$ cat config.mk
export PLATFORM = sky130hd
export DESIGN_NAME = fetch_stage
export DESIGN_NICKNAME = d
export VERILOG_FILES = /design/src/rtl/fetch_stage.sv
export SDC_FILE = /design/constraint.sdc
export NUM_CORES = 1
export LEC_CHECK = 0
export BUFFER_PORTS_ARGS = -buffer_cell sky130_fd_sc_hd__buf_2
export CAP_MARGIN = 20
export CORE_ASPECT_RATIO = 1.2
export CORE_MARGIN = 8
export CORE_UTILIZATION = 54
export DETAILED_ROUTE_END_ITERATION = 16
export PLACE_DENSITY = 0.83
export RECOVER_POWER = 100
export SLEW_MARGIN = 20
export SYNTH_ARGS = -nofsm -noshare
export SYNTH_HDL_FRONTEND = slang
export SYNTH_SLANG_ARGS = --single-unit
export TNS_END_PERCENT = 50
$ cat constraint.sdc
create_clock -name clk -period 2.8 [get_ports clk]
set_clock_uncertainty 0.05 [all_clocks]
set_input_delay 0.7 -clock clk [delete_from_list [all_inputs] [get_ports clk]]
set_output_delay 0.7 -clock clk [all_outputs]
set_load 0.02 [all_outputs]
$ cat src/rtl/fetch_stage.sv
// Instruction fetch stage: holds the PC, reads 16-bit words from instruction
// memory, assembles one- and two-word instructions and presents one
// registered packet per cycle to the fetch/decode buffer.
//
// Flow control: there is no ready input. out_valid qualifies the packet in the
// current cycle; the downstream side applies back-pressure only through
// `stall`, which freezes every register (outputs included) for as long as it
// is high. `redirect` beats `stall` and flushes any half-assembled
// instruction, emitting a bubble.
//
// dbg_state exposes the assembly FSM: 0 = FIRST (expecting an opcode word),
// 1 = SECOND (expecting the immediate word of a two-word instruction).
module fetch_stage #(
    parameter int              PC_W     = 32,
    parameter logic [PC_W-1:0] RESET_PC = '0
) (
    input  logic            clk,
    input  logic            rst,
    input  logic            stall,
    input  logic            redirect,
    input  logic [PC_W-1:0] redirect_pc,
    output logic [PC_W-1:0] imem_addr,
    input  logic [15:0]     imem_data,
    output logic            out_valid,
    output logic [15:0]     out_instr,
    output logic [15:0]     out_imm,
    output logic [PC_W-1:0] out_pc,
    output logic            dbg_state
);

    typedef enum logic {
        ST_FIRST  = 1'b0,
        ST_SECOND = 1'b1
    } state_t;

    state_t          r_state;
    logic [PC_W-1:0] r_pc;
    logic [15:0]     r_hold_instr;
    logic [PC_W-1:0] r_hold_pc;
    logic            r_out_valid;
    logic [15:0]     r_out_instr;
    logic [15:0]     r_out_imm;
    logic [PC_W-1:0] r_out_pc;

    state_t          w_state_nxt;
    logic [PC_W-1:0] w_pc_nxt;
    logic [PC_W-1:0] w_pc_inc;
    logic [15:0]     w_hold_instr_nxt;
    logic [PC_W-1:0] w_hold_pc_nxt;
    logic            w_out_valid_nxt;
    logic [15:0]     w_out_instr_nxt;
    logic [15:0]     w_out_imm_nxt;
    logic [PC_W-1:0] w_out_pc_nxt;

    // PC increment wraps naturally modulo 2^PC_W
    assign w_pc_inc  = r_pc + {{(PC_W-1){1'b0}}, 1'b1};

    assign imem_addr = r_pc;
    assign out_valid = r_out_valid;
    assign out_instr = r_out_instr;
    assign out_imm   = r_out_imm;
    assign out_pc    = r_out_pc;
    assign dbg_state = r_state;

    // Next-state and packet assembly: defaults hold everything (stall case)
    always_comb begin
        w_state_nxt      = r_state;
        w_pc_nxt         = r_pc;
        w_hold_instr_nxt = r_hold_instr;
        w_hold_pc_nxt    = r_hold_pc;
        w_out_valid_nxt  = r_out_valid;
        w_out_instr_nxt  = r_out_instr;
        w_out_imm_nxt    = r_out_imm;
        w_out_pc_nxt     = r_out_pc;

        if (redirect) begin
            // Abandon any half-assembled instruction and refetch from target
            w_pc_nxt         = redirect_pc;
            w_state_nxt      = ST_FIRST;
            w_hold_instr_nxt = '0;
            w_hold_pc_nxt    = '0;
            w_out_valid_nxt  = 1'b0;
            w_out_instr_nxt  = '0;
            w_out_imm_nxt    = '0;
            w_out_pc_nxt     = '0;
        end else if (!stall) begin
            w_pc_nxt = w_pc_inc;
            case (r_state)
                ST_FIRST: begin
                    if (imem_data[15]) begin
                        // Opcode of a two-word instruction: park it, emit bubble
                        w_hold_instr_nxt = imem_data;
                        w_hold_pc_nxt    = r_pc;
                        w_state_nxt      = ST_SECOND;
                        w_out_valid_nxt  = 1'b0;
                        w_out_instr_nxt  = '0;
                        w_out_imm_nxt    = '0;
                        w_out_pc_nxt     = '0;
                    end else begin
                        w_out_valid_nxt = 1'b1;
                        w_out_instr_nxt = imem_data;
                        w_out_imm_nxt   = '0;
                        w_out_pc_nxt    = r_pc;
                    end
                end
                ST_SECOND: begin
                    // Current word is the immediate; its bit 15 has no meaning
                    w_out_valid_nxt = 1'b1;
                    w_out_instr_nxt = r_hold_instr;
                    w_out_imm_nxt   = imem_data;
                    w_out_pc_nxt    = r_hold_pc;
                    w_state_nxt     = ST_FIRST;
                end
                default: begin
                    w_state_nxt = ST_FIRST;
                end
            endcase
        end
    end

    // State register with synchronous reset
    always_ff @(posedge clk) begin
        if (rst) begin
            r_state      <= ST_FIRST;
            r_pc         <= RESET_PC;
            r_hold_instr <= '0;
            r_hold_pc    <= '0;
            r_out_valid  <= 1'b0;
            r_out_instr  <= '0;
            r_out_imm    <= '0;
            r_out_pc     <= '0;
        end else begin
            r_state      <= w_state_nxt;
            r_pc         <= w_pc_nxt;
            r_hold_instr <= w_hold_instr_nxt;
            r_hold_pc    <= w_hold_pc_nxt;
            r_out_valid  <= w_out_valid_nxt;
            r_out_instr  <= w_out_instr_nxt;
            r_out_imm    <= w_out_imm_nxt;
            r_out_pc     <= w_out_pc_nxt;
        end
    end

endmodule

==> impl_summary.log, run 1 <==
[metrics] run status: finished, final reports clean
[metrics] required time of the critical path: approximately 3 ns
[metrics] H-Tree Depth: 4
[metrics] layout cell share with drive strength beyond 1: between 10% and 20%
[metrics] end of the worst hold path: r_hold_instr[0]
[metrics] minimum setup slack after placement: 0.194 ns
[metrics] routed wire length per instance: about 16 um
[metrics] largest cells by area after synthesis: sky130_fd_sc_hd__dfxtp_1, sky130_fd_sc_hd__a21oi_1, sky130_fd_sc_hd__nand2_1
[metrics] total of buffers placed on input and output ports: roughly 150
[metrics] Critical Path Source: stall
[metrics] cell depth of the worst flop-to-flop path: 5
[metrics] number of buffers between clock root and the deepest sink: 2
[metrics] Pre-antenna DRT Iters: 5
[metrics] mean area per synthesized cell: about 7.8 um2
[metrics] R2R Path End: imem_addr[26]
[metrics] synthesis-stage register bit count: 146
[metrics] aggregate global routing overflow: 0
[metrics] path category of the worst min-delay check: flip-flop to flip-flop
[metrics] wire length on met1: between 7000 and 8000 um
[metrics] highest cell delay on the worst timing path: approximately 0.72 ns
[metrics] vias in the first global route: 6062
[metrics] number of resized instances in the post-cts repair step: 0
[metrics] cell types with the highest counts after synthesis: sky130_fd_sc_hd__nand2_1, sky130_fd_sc_hd__a21oi_1, sky130_fd_sc_hd__dfxtp_1
[metrics] setup-violating endpoint count in the final report: 0
[metrics] Syn Std Cell Area: ~0.0066 mm2
[metrics] relative max-transition margin: 29.4%
[metrics] total length of routed met2 wires: about 8700 um
[metrics] worst-case hold slack: 0.402 ns
[metrics] Arrival @ worst endpoint: 2.76 ns
[metrics] power spent charging and discharging nets: 1290 uW
[metrics] core region area: approximately 0.012 mm2
[metrics] Internal Pwr Total: 3550 uW
[metrics] detailed-route wire length: approximately 18000 um
[metrics] Post-Synthesis Cells: ~850
[metrics] number of nets in the layout: 1013
[metrics] time the worst path needs with I/O delays and setup: about 2.5 ns
[metrics] area grow syn2layout: 17.9%
[metrics] slowest CP cell: sky130_fd_sc_hd__clkbuf_4
[metrics] classification of the worst setup path: input port to flip-flop
[metrics] yosys warns: 0
[metrics] final core utilization: between 60 and 70%
[metrics] maximum frequency from static timing analysis: 396 MHz
[metrics] fraction of the yosys area taken by sequential cells: roughly 44%
[metrics] hold bufs inserted after CTS: 0
[metrics] Reg2Reg Setup Slack: between 0.3 and 0.4 ns
[metrics] hold path startpoint: r_hold_instr[0]
[metrics] final max-slew violation count: 0
[metrics] number of placement rows: 44
[metrics] Num CTS Buffers: 17
[metrics] net switching fraction of the power: 26.7%
[metrics] Worst Path Buf+Inv: 3
[metrics] cell breakdown of the critical path: clkbuf_1 > buf_4 > clkbuf_4 > a21oi_1 > a21oi_1 > nor2_1
[metrics] ys flop type: sky130_fd_sc_hd__dfxtp_1
[metrics] root buf cell: sky130_fd_sc_hd__clkbuf_16
[metrics] final-report hold violation count: 0
[metrics] total via count in the routed design: ~6500
[metrics] Residual DRC: 0
[metrics] ys async rst share: 0%
[metrics] wire length of the first global-routing pass: roughly 29000 um
[metrics] total of max-cap violations: 0
[metrics] Largest delay share family, worst path: buffers and inverters
[metrics] slew at the pin closest to its max-slew limit: between 1 and 1.5 ns
[metrics] antenna violations before repair: 1
[metrics] final total negative setup slack: 0 ns
[metrics] library cell appearing most often on the critical path: sky130_fd_sc_hd__a21oi_1
[metrics] top cell type's share of synthesized area: approximately 44%
[metrics] Startpoint Class: input port
[metrics] wire length on met3: approximately 1300 um
[metrics] P_leak: approximately 0.0026 uW
[metrics] die boundary width: between 100 and 150 um
[metrics] setup slack of the critical path after layout: 0.273 ns
[metrics] pin count of the biggest net entering global routing: 63
[metrics] reg-to-reg startpoint: imem_addr[1]
[metrics] cell type contributing the most total cell area after synthesis: sky130_fd_sc_hd__dfxtp_1
[metrics] post-CTS setup buffer count: 0
[metrics] effective utilization at floorplan: a little over half
[metrics] net count after synthesis: approximately 900
[metrics] HPWL reported at the end of detailed placement: around 12000 um
[metrics] final critical-path share of the clock period: between 90 and 100%
[metrics] source-to-sink clock delay at the later pin of the worst-skew pair: between 0.4 and 0.5 ns
[metrics] clock network power share: between 40% and 50%
[metrics] height of the die: roughly 140 um
[metrics] share of power burned in combinational logic: under 10%
[metrics] number of enable-type register cells in the synthesized netlist: 0
[metrics] unrepaired setup endpoints after global routing: false
[metrics] depth of the worst hold-timing path: 2
[metrics] power density cells: between 600 and 700 mW/mm2
[metrics] Max Used Layer: met4
[metrics] TritonCTS clock tree: built
[metrics] worst ir drop on vdd: roughly 0.36 mV
[metrics] I/O pins: 150
[metrics] highest net fanout along the worst path: 62
[metrics] Clock Pin Slew Worst Setup and Hold Paths: approximately 0.06 ns
[metrics] most frequent cell after synthesis: sky130_fd_sc_hd__nand2_1
[metrics] via-per-instance ratio: about 5.7
[metrics] count of cell types in the netlist: 54
[metrics] area enclosed by the die boundary: between 0.015 and 0.02 mm2
[metrics] residual antenna-violating net count after detailed routing: 0
[metrics] overall global routing resource usage: between 20% and 30%
[metrics] DRC violation total after the first TritonRoute iteration: roughly 550
[metrics] Post-Place Cell Area: approximately 0.0074 mm2
[metrics] number of clock sinks: roughly 150
[metrics] placer's final routability congestion estimate: 0.874
[metrics] total non-filler cell area in the finished layout: around 0.0078 mm2
[metrics] Critical Path End Type: flip-flop
[metrics] portion of total power attributed to sequential cells: a little under half
[registers in the layout, summed over array words and instances (netlist names)]
| name | flops |
|---|---|
| imem_addr | 32 |
| out_pc | 32 |
| r_hold_pc | 32 |
| out_imm | 16 |
| out_instr | 16 |
| r_hold_instr | 16 |
| dbg_state | 1 |
| out_valid | 1 |
[per-stage QoR]
stage | std cells | power [uW]
3_5_place_dp | 1102 | 2720
5_1_grt | 1135 | 5010
4_1_cts | 1134 | 4870
3_3_place_gp | 1102 | 2710
2_1_floorplan | 851 | 2560
6_report | 1135 | 4840
[routing by layer]
metal	vias to the layer above	track usage [%]
li1	3172	-
met1	3050	27.0
met2	230	37.4
met3	34	5.44
met4	0	9.55
met5	-	0
[tightest hold or removal path, delay by kind of cell, from the launching register on]
kind | cells | cell delay, ns
AOI/OAI and AO/OA | 1 | 0.05
DFF | 1 | 0.31
and+or+nand+nor | 1 | 0.05
[power groups by stage]
stage | Combinational (uW) | Sequential (uW) | Clock [uW]
after detailed placement | 463 | 2260 | 0
after global placement | 457 | 2260 | 0
after global routing | 499 | 2230 | 2290
after floorplan | 279 | 2280 | 0
after CTS | 467 | 2210 | 2190
final | 454 | 2220 | 2170
[cell families after synthesis]
logic type      share of synthesized area [%]
compound gates                           18.6
xor+xnor                                 1.59
fa+ha+maj                               0.189
buf+inv                                  5.63
flops                                    44.1
mux                                     0.453
simple gates                             29.4
[area by class of cell]
| cell class | count | area, um2 |
|---|---|---|
| fillers | 1108 | 4250 |
| multi-input cells | 620 | 3340 |
| flip-flops and latches | 146 | 2920 |
| repair buffers | 168 | 751 |
| clock buffers | 19 | 443 |
| well taps | 161 | 201 |
| clock inverters | 13 | 128 |
| inverters | 7 | 26.3 |
| diodes | 1 | 2.50 |
[layout by cell type (no fill, tap or decap), types with 8 or more instances in the layout]
cell type	synthesis	final
sky130_fd_sc_hd__nand2_1	162	161
sky130_fd_sc_hd__nand4_1	11	11
sky130_fd_sc_hd__nor4_1	12	12
sky130_fd_sc_hd__buf_4	2	12
sky130_fd_sc_hd__a22oi_1	17	17
sky130_fd_sc_hd__buf_2	2	50
sky130_fd_sc_hd__nor3_1	8	8
sky130_fd_sc_hd__nor2_1	100	100
sky130_fd_sc_hd__dfxtp_1	146	146
sky130_fd_sc_hd__or3b_2	47	47
sky130_fd_sc_hd__nand3_1	9	9
sky130_fd_sc_hd__xnor2_1	9	9
sky130_fd_sc_hd__a211oi_1	10	10
sky130_fd_sc_hd__clkbuf_1	59	101
sky130_fd_sc_hd__a21oi_1	150	150
sky130_fd_sc_hd__a311oi_1	9	9
sky130_fd_sc_hd__clkbuf_16	0	17
[how the worst max path moves through the flow]
| stage | to | slack (ns) | cells past startpoint |
|---|---|---|---|
| 2_1_floorplan | imem_addr[26] | 0.44 | 6 |
| 3_3_place_gp | imem_addr[23] | 0.21 | 5 |
| 3_5_place_dp | imem_addr[26] | 0.19 | 5 |
| 4_1_cts | imem_addr[26] | 0.37 | 5 |
| 5_1_grt | out_pc[7] | 0.09 | 6 |
| 6_report | out_pc[7] | 0.27 | 6 |
Power figures use the tool's default switching activity.
==> run 2: changes to the inputs <==
--- a/config.mk
+++ b/config.mk
@@ -5,13 +5,13 @@
 export SDC_FILE = /design/constraint.sdc
 export NUM_CORES = 1
 export LEC_CHECK = 0
-export BUFFER_PORTS_ARGS = -buffer_cell sky130_fd_sc_hd__buf_2
 export CAP_MARGIN = 20
 export CORE_ASPECT_RATIO = 1.2
-export CORE_MARGIN = 8
-export CORE_UTILIZATION = 54
+export CORE_MARGIN = 4
+export CORE_UTILIZATION = 59
 export DETAILED_ROUTE_END_ITERATION = 16
-export PLACE_DENSITY = 0.83
+export DONT_BUFFER_PORTS = 1
+export PLACE_DENSITY = 0.78
 export RECOVER_POWER = 100
 export SLEW_MARGIN = 20
 export SYNTH_ARGS = -nofsm -noshare
==> impl_summary.log, run 2 (synthesized netlist as in run 1, its figures left out) <==
[metrics] run status: finished, final reports clean
[metrics] wire length of the first global-routing pass: 27100 um
[metrics] leading cell types in the layout, fill and taps excluded: sky130_fd_sc_hd__nand2_1, sky130_fd_sc_hd__a21oi_1, sky130_fd_sc_hd__dfxtp_1, sky130_fd_sc_hd__nor2_1, sky130_fd_sc_hd__or3b_2
[metrics] worst-case hold slack: 0.311 ns
[metrics] total non-filler cell area in the finished layout: slightly above 0.007 mm2
[metrics] maximum frequency from static timing analysis: 386 MHz
[metrics] antenna fix cells: 0
[metrics] Num CTS Buffers: 17
[metrics] share of power burned in combinational logic: 6.0%
[metrics] number of nets in the layout: a little under 900
[metrics] H-Tree Depth: 4
[metrics] library cell appearing most often on the critical path: sky130_fd_sc_hd__or4_1
[metrics] storage element area: 0.00292 mm2
[metrics] final total negative setup slack: 0 ns
[metrics] overall global routing resource usage: between 20% and 30%
[metrics] power density cells: roughly 700 mW/mm2
[metrics] area of combinational cells with multiple inputs: about 0.0033 mm2
[metrics] slew at the pin closest to its max-slew limit: 0.997 ns
[metrics] net switching fraction of the power: 22.0%
[metrics] Largest delay share family, worst path: simple AND/OR/NAND/NOR gates
[metrics] TritonCTS clock tree: built
[metrics] number of clock sinks: approximately 150
[metrics] area grow syn2layout: 9.22%
[metrics] Post-Place Cell Area: between 0.006 and 0.007 mm2
[metrics] root buf cell: sky130_fd_sc_hd__clkbuf_16
[metrics] core region area: between 0.01 and 0.015 mm2
[metrics] hold bufs inserted after CTS: 0
[metrics] antenna violations before repair: 0
[metrics] leading cell type in the layout, fill and taps excluded: sky130_fd_sc_hd__nand2_1
[metrics] time the worst path needs with I/O delays and setup: approximately 2.6 ns
[metrics] Arrival @ worst endpoint: 2.86 ns
[metrics] via-per-instance ratio: 6.08
[metrics] cell breakdown of the critical path: clkbuf_1 > nand4b_4 > or4_1 > or4_1 > a311oi_1
[metrics] total via count in the routed design: around 5800
[metrics] number of buffers between clock root and the deepest sink: 2
[metrics] total of buffers placed on input and output ports: 0
[metrics] Critical Path End Type: flip-flop
[metrics] final critical-path share of the clock period: around 93%
[metrics] residual antenna-violating net count after detailed routing: 0
[metrics] vias in the first global route: about 5400
[metrics] path category of the worst min-delay check: input port to flip-flop
[metrics] Placed Cells: approximately 930
[metrics] Pre-antenna DRT Iters: 5
[metrics] Clock Pin Slew Worst Setup and Hold Paths: roughly 0.06 ns
[metrics] non-filler cells in the finished layout: roughly 960
[metrics] number of placement rows: 42
[metrics] I/O pins: 150
[metrics] DRC violation total after the first TritonRoute iteration: 420
[metrics] worst ir drop on vdd: 0.465 mV
[metrics] aggregate global routing overflow: 0
[metrics] number of resized instances in the post-cts repair step: 0
[metrics] highest net fanout along the worst path: 9
[metrics] Internal Pwr Total: about 4000 uW
[metrics] Startpoint Class: flip-flop
[metrics] die boundary width: around 100 um
[metrics] clock network power share: 49.9%
[metrics] power spent charging and discharging nets: ~1100 uW
[metrics] final-report hold violation count: 0
[metrics] classification of the worst setup path: flip-flop to flip-flop
[metrics] unrepaired setup endpoints after global routing: false
[metrics] height of the die: roughly 120 um
[metrics] placer's final routability congestion estimate: 0.847
[metrics] HPWL reported at the end of detailed placement: between 10000 and 15000 um
[metrics] layout cell share with drive strength beyond 1: between 10% and 20%
[metrics] required time of the critical path: between 3 and 4 ns
[metrics] relative max-transition margin: about a third
[metrics] effective utilization at floorplan: about 60%
[metrics] portion of total power attributed to sequential cells: between 40 and 50%
[metrics] slowest CP cell: sky130_fd_sc_hd__or4_1
[metrics] pin count of the biggest net entering global routing: 133
[metrics] source-to-sink clock delay at the later pin of the worst-skew pair: between 0.4 and 0.5 ns
[metrics] post-CTS setup buffer count: 0
[metrics] number of filler cells placed in the layout: 977
[metrics] total of max-cap violations: 0
[metrics] Tot Pwr: 5080 uW
[metrics] detailed-route wire length: 16800 um
[metrics] highest cell delay on the worst timing path: 0.72 ns
[metrics] setup-violating endpoint count in the final report: 0
[metrics] P_leak: 0.00233 uW
[metrics] area enclosed by the die boundary: about 0.013 mm2
[metrics] final max-slew violation count: 0
[metrics] Worst Path Buf+Inv: 1
[metrics] routed wire length per instance: ~17 um
[metrics] Residual DRC: 0
==> run 2: changes by cell type in the layout (fill, tap and decap cells not counted), moves of 2 or more <==
cell / before / now
sky130_fd_sc_hd__clkinv_2: 0 / 2
sky130_fd_sc_hd__clkbuf_1: 101 / 16
sky130_fd_sc_hd__bufinv_16: 1 / 6
sky130_fd_sc_hd__buf_4: 12 / 4
sky130_fd_sc_hd__buf_2: 50 / 0
sky130_fd_sc_hd__clkbuf_4: 2 / 0
sky130_fd_sc_hd__clkinvlp_4: 6 / 1
sky130_fd_sc_hd__inv_6: 4 / 0
==> run 2: final timing paths <==
check | start | to | slack (ns) | cells past startpoint
worst min register to register | r_hold_pc[19] | r_hold_pc[19] | 0.40 | 2
worst min-delay path | rst | imem_addr[19] | 0.31 | 1
worst max-delay path | imem_addr[1] | imem_addr[23] | 0.21 | 5
worst max register to register | imem_addr[1] | imem_addr[23] | 0.21 | 5
==> run 2: final cells by class <==
type                            count  share of cell area [%]
Clock buffer                       20                    6.31
Clock inverter                     10                    2.85
Inverter                            7                   0.363
Multi-Input combinational cell    620                    46.0
Sequential cell                   146                    40.4
Tap cell                          132                    2.28
Timing Repair Buffer               24                    1.75
==> run 2: through the flow <==
| stage | utilization, % | setup slack (ns) |
|---|---|---|
| 2_1_floorplan | - | 0.438 |
| 3_3_place_gp | 60.5 | 0.328 |
| 3_5_place_dp | 60.5 | 0.272 |
| 4_1_cts | 66.5 | 0.440 |
| 5_1_grt | 65.9 | 0.135 |
| 6_report | 65.9 | 0.208 |
==> run 2: power by group through the flow <==
stage	sequential [uW]	combinational (uW)	clock, uW
5_1_grt	2250	339	2670
3_5_place_dp	2290	315	0
4_1_cts	2240	317	2580
3_3_place_gp	2280	304	0
2_1_floorplan	2280	279	0
6_report	2240	303	2530
==> run 2: per-layer routing <==
layer | up-vias | global-route usage, % | routed length [um]
met2 | 198 | 44.7 | 8480
met3 | 19 | 8.81 | 1270
met1 | 2737 | 29.5 | 6810
met4 | 0 | 8.86 | 204
li1 | 2878 | - | -
met5 | - | 0 | 0
==> run 3: changes to the inputs <==
--- a/config.mk
+++ b/config.mk
@@ -9,8 +9,11 @@
 export CORE_ASPECT_RATIO = 1.2
 export CORE_MARGIN = 4
 export CORE_UTILIZATION = 59
+export CTS_BUF_LIST = sky130_fd_sc_hd__clkbuf_16
 export DETAILED_ROUTE_END_ITERATION = 16
 export DONT_BUFFER_PORTS = 1
+export GPL_ROUTABILITY_DRIVEN = 0
+export HOLD_SLACK_MARGIN = 0.12
 export PLACE_DENSITY = 0.78
 export RECOVER_POWER = 100
 export SLEW_MARGIN = 20
==> impl_summary.log, run 3 (synthesized netlist as in run 1, its figures left out) <==
[metrics] Critical Path End Type: flip-flop
[metrics] vias in the first global route: between 5000 and 6000
[metrics] portion of total power attributed to sequential cells: around 45%
[metrics] residual antenna-violating net count after detailed routing: 0
[metrics] highest net fanout along the worst path: 9
[metrics] aggregate global routing overflow: 0
[metrics] total via count in the routed design: approximately 5800
[metrics] number of nets in the layout: roughly 870
[metrics] setup-violating endpoint count in the final report: 0
[metrics] area grow syn2layout: 8.91%
[metrics] share of power burned in combinational logic: 6.0%
[metrics] final total negative setup slack: 0 ns
[metrics] storage element area: ~0.0029 mm2
[metrics] total of buffers placed on input and output ports: 0
[metrics] number of buffers between clock root and the deepest sink: 2
[metrics] number of filler cells placed in the layout: 977
[metrics] Internal Pwr Total: 3900 uW
[metrics] antenna fix cells: 0
[metrics] I/O pins: 150
[metrics] clock network power share: 49.3%
[metrics] P_leak: between 0.002 and 0.0025 uW
[metrics] required time of the critical path: roughly 3 ns
[metrics] relative max-transition margin: about 33%
[metrics] worst ir drop on vdd: about 0.46 mV
[metrics] TritonCTS clock tree: built
[metrics] root buf cell: sky130_fd_sc_hd__clkbuf_16
[metrics] overall global routing resource usage: between 20% and 30%
[metrics] Pre-antenna DRT Iters: 7
[metrics] pin count of the biggest net entering global routing: ~130
[metrics] layout cell share with drive strength beyond 1: 11.4%
[metrics] non-filler cells in the finished layout: between 900 and 1000
[metrics] reg-to-reg startpoint: imem_addr[1]
[metrics] run status: finished, final reports clean
[metrics] Tot Pwr: between 5000 and 6000 uW
[metrics] Residual DRC: 0
[metrics] wire length of the first global-routing pass: ~27000 um
[metrics] Arrival @ worst endpoint: 2.87 ns
[metrics] Placed Cells: around 930
[metrics] time the worst path needs with I/O delays and setup: approximately 2.6 ns
[metrics] final-report hold violation count: 0
[metrics] height of the die: between 100 and 150 um
[metrics] core region area: ~0.011 mm2
[metrics] maximum frequency from static timing analysis: about 380 MHz
[metrics] final critical-path share of the clock period: ~93%
[metrics] number of clock sinks: 146
[metrics] total of max-cap violations: 0
[metrics] leading cell types in the layout, fill and taps excluded: sky130_fd_sc_hd__nand2_1, sky130_fd_sc_hd__a21oi_1, sky130_fd_sc_hd__dfxtp_1, sky130_fd_sc_hd__nor2_1, sky130_fd_sc_hd__or3b_2
[metrics] net switching fraction of the power: approximately 22%
[metrics] number of resized instances in the post-cts repair step: 0
[metrics] Clock Pin Slew Worst Setup and Hold Paths: ~0.060 ns
[metrics] final max-slew violation count: 0
[metrics] unrepaired setup endpoints after global routing: false
[metrics] HPWL reported at the end of detailed placement: about 11000 um
[metrics] path category of the worst min-delay check: input port to flip-flop
[metrics] via-per-instance ratio: around 6.1
[metrics] Startpoint Class: flip-flop
[metrics] power spent charging and discharging nets: around 1100 uW
[metrics] DRC violation total after the first TritonRoute iteration: about 450
[metrics] number of placement rows: 42
[metrics] power density cells: 697 mW/mm2
[metrics] slowest CP cell: sky130_fd_sc_hd__or4_1
[metrics] antenna violations before repair: 0
[metrics] leading cell type in the layout, fill and taps excluded: sky130_fd_sc_hd__nand2_1
[metrics] Num CTS Buffers: 17
[metrics] hold path startpoint: rst
[metrics] slew at the pin closest to its max-slew limit: 1.01 ns
[metrics] library cell appearing most often on the critical path: sky130_fd_sc_hd__or4_1
[metrics] Critical Path Source: imem_addr[1]
[metrics] detailed-route wire length: ~17000 um
[metrics] Worst Path Buf+Inv: 1
[metrics] area enclosed by the die boundary: about 0.013 mm2
[metrics] source-to-sink clock delay at the later pin of the worst-skew pair: around 0.41 ns
[metrics] routed wire length per instance: approximately 17 um
[metrics] die boundary width: approximately 100 um
[metrics] highest cell delay on the worst timing path: roughly 0.7 ns
[metrics] classification of the worst setup path: flip-flop to flip-flop
[metrics] effective utilization at floorplan: 60.3%
[metrics] H-Tree Depth: 4
[metrics] area of combinational cells with multiple inputs: between 0.003 and 0.004 mm2
[metrics] post-CTS setup buffer count: 0
[metrics] cell breakdown of the critical path: clkbuf_1 > nand4b_4 > or4_1 > or4_1 > a311oi_1
[metrics] Largest delay share family, worst path: simple AND/OR/NAND/NOR gates
[metrics] hold bufs inserted after CTS: 0
-- run 3: layout make-up --
| class | count | share of cell area, % |
|---|---|---|
| Multi-Input combinational cell | 620 | 46.2 |
| Clock inverter | 13 | 3.02 |
| Tap cell | 132 | 2.29 |
| Clock buffer | 17 | 5.90 |
| Sequential cell | 146 | 40.5 |
| Timing Repair Buffer | 24 | 1.75 |
| Inverter | 7 | 0.364 |
-- run 3: power groups by stage --
stage          clock, uW  sequential, uW  combinational (uW)
2_1_floorplan          0            2280                 279
3_3_place_gp           0            2280                 304
3_5_place_dp           0            2290                 315
4_1_cts             2520            2240                 317
5_1_grt             2610            2250                 339
6_report            2480            2240                 303
-- run 3: path summary, 6_finish.rpt --
kind / end / slack [ns] / depth (start not counted)
worst min register to register: r_hold_instr[14] / 0.40 / 2
worst max-delay path: imem_addr[23] / 0.20 / 5
worst min-delay path: imem_addr[14] / 0.31 / 1
worst max register to register: imem_addr[23] / 0.20 / 5
-- run 3: stage by stage --
step	util [%]	cell area, um2	setup slack, ns	hold slack [ns]
floorplan	-	6630	0.438	0.386
global placement	60.5	6640	0.328	0.391
detailed placement	60.5	6640	0.272	0.396
CTS	66.3	7290	0.440	0.293
global route	65.7	7220	0.135	0.287
finish	65.7	7220	0.202	0.312
-- run 3: per-layer routing --
metal,part of all wire [%],GRT usage [%]
met1,41,29.5
met2,51,44.7
met3,7.2,8.81
met4,1.4,8.86
met5,0,0
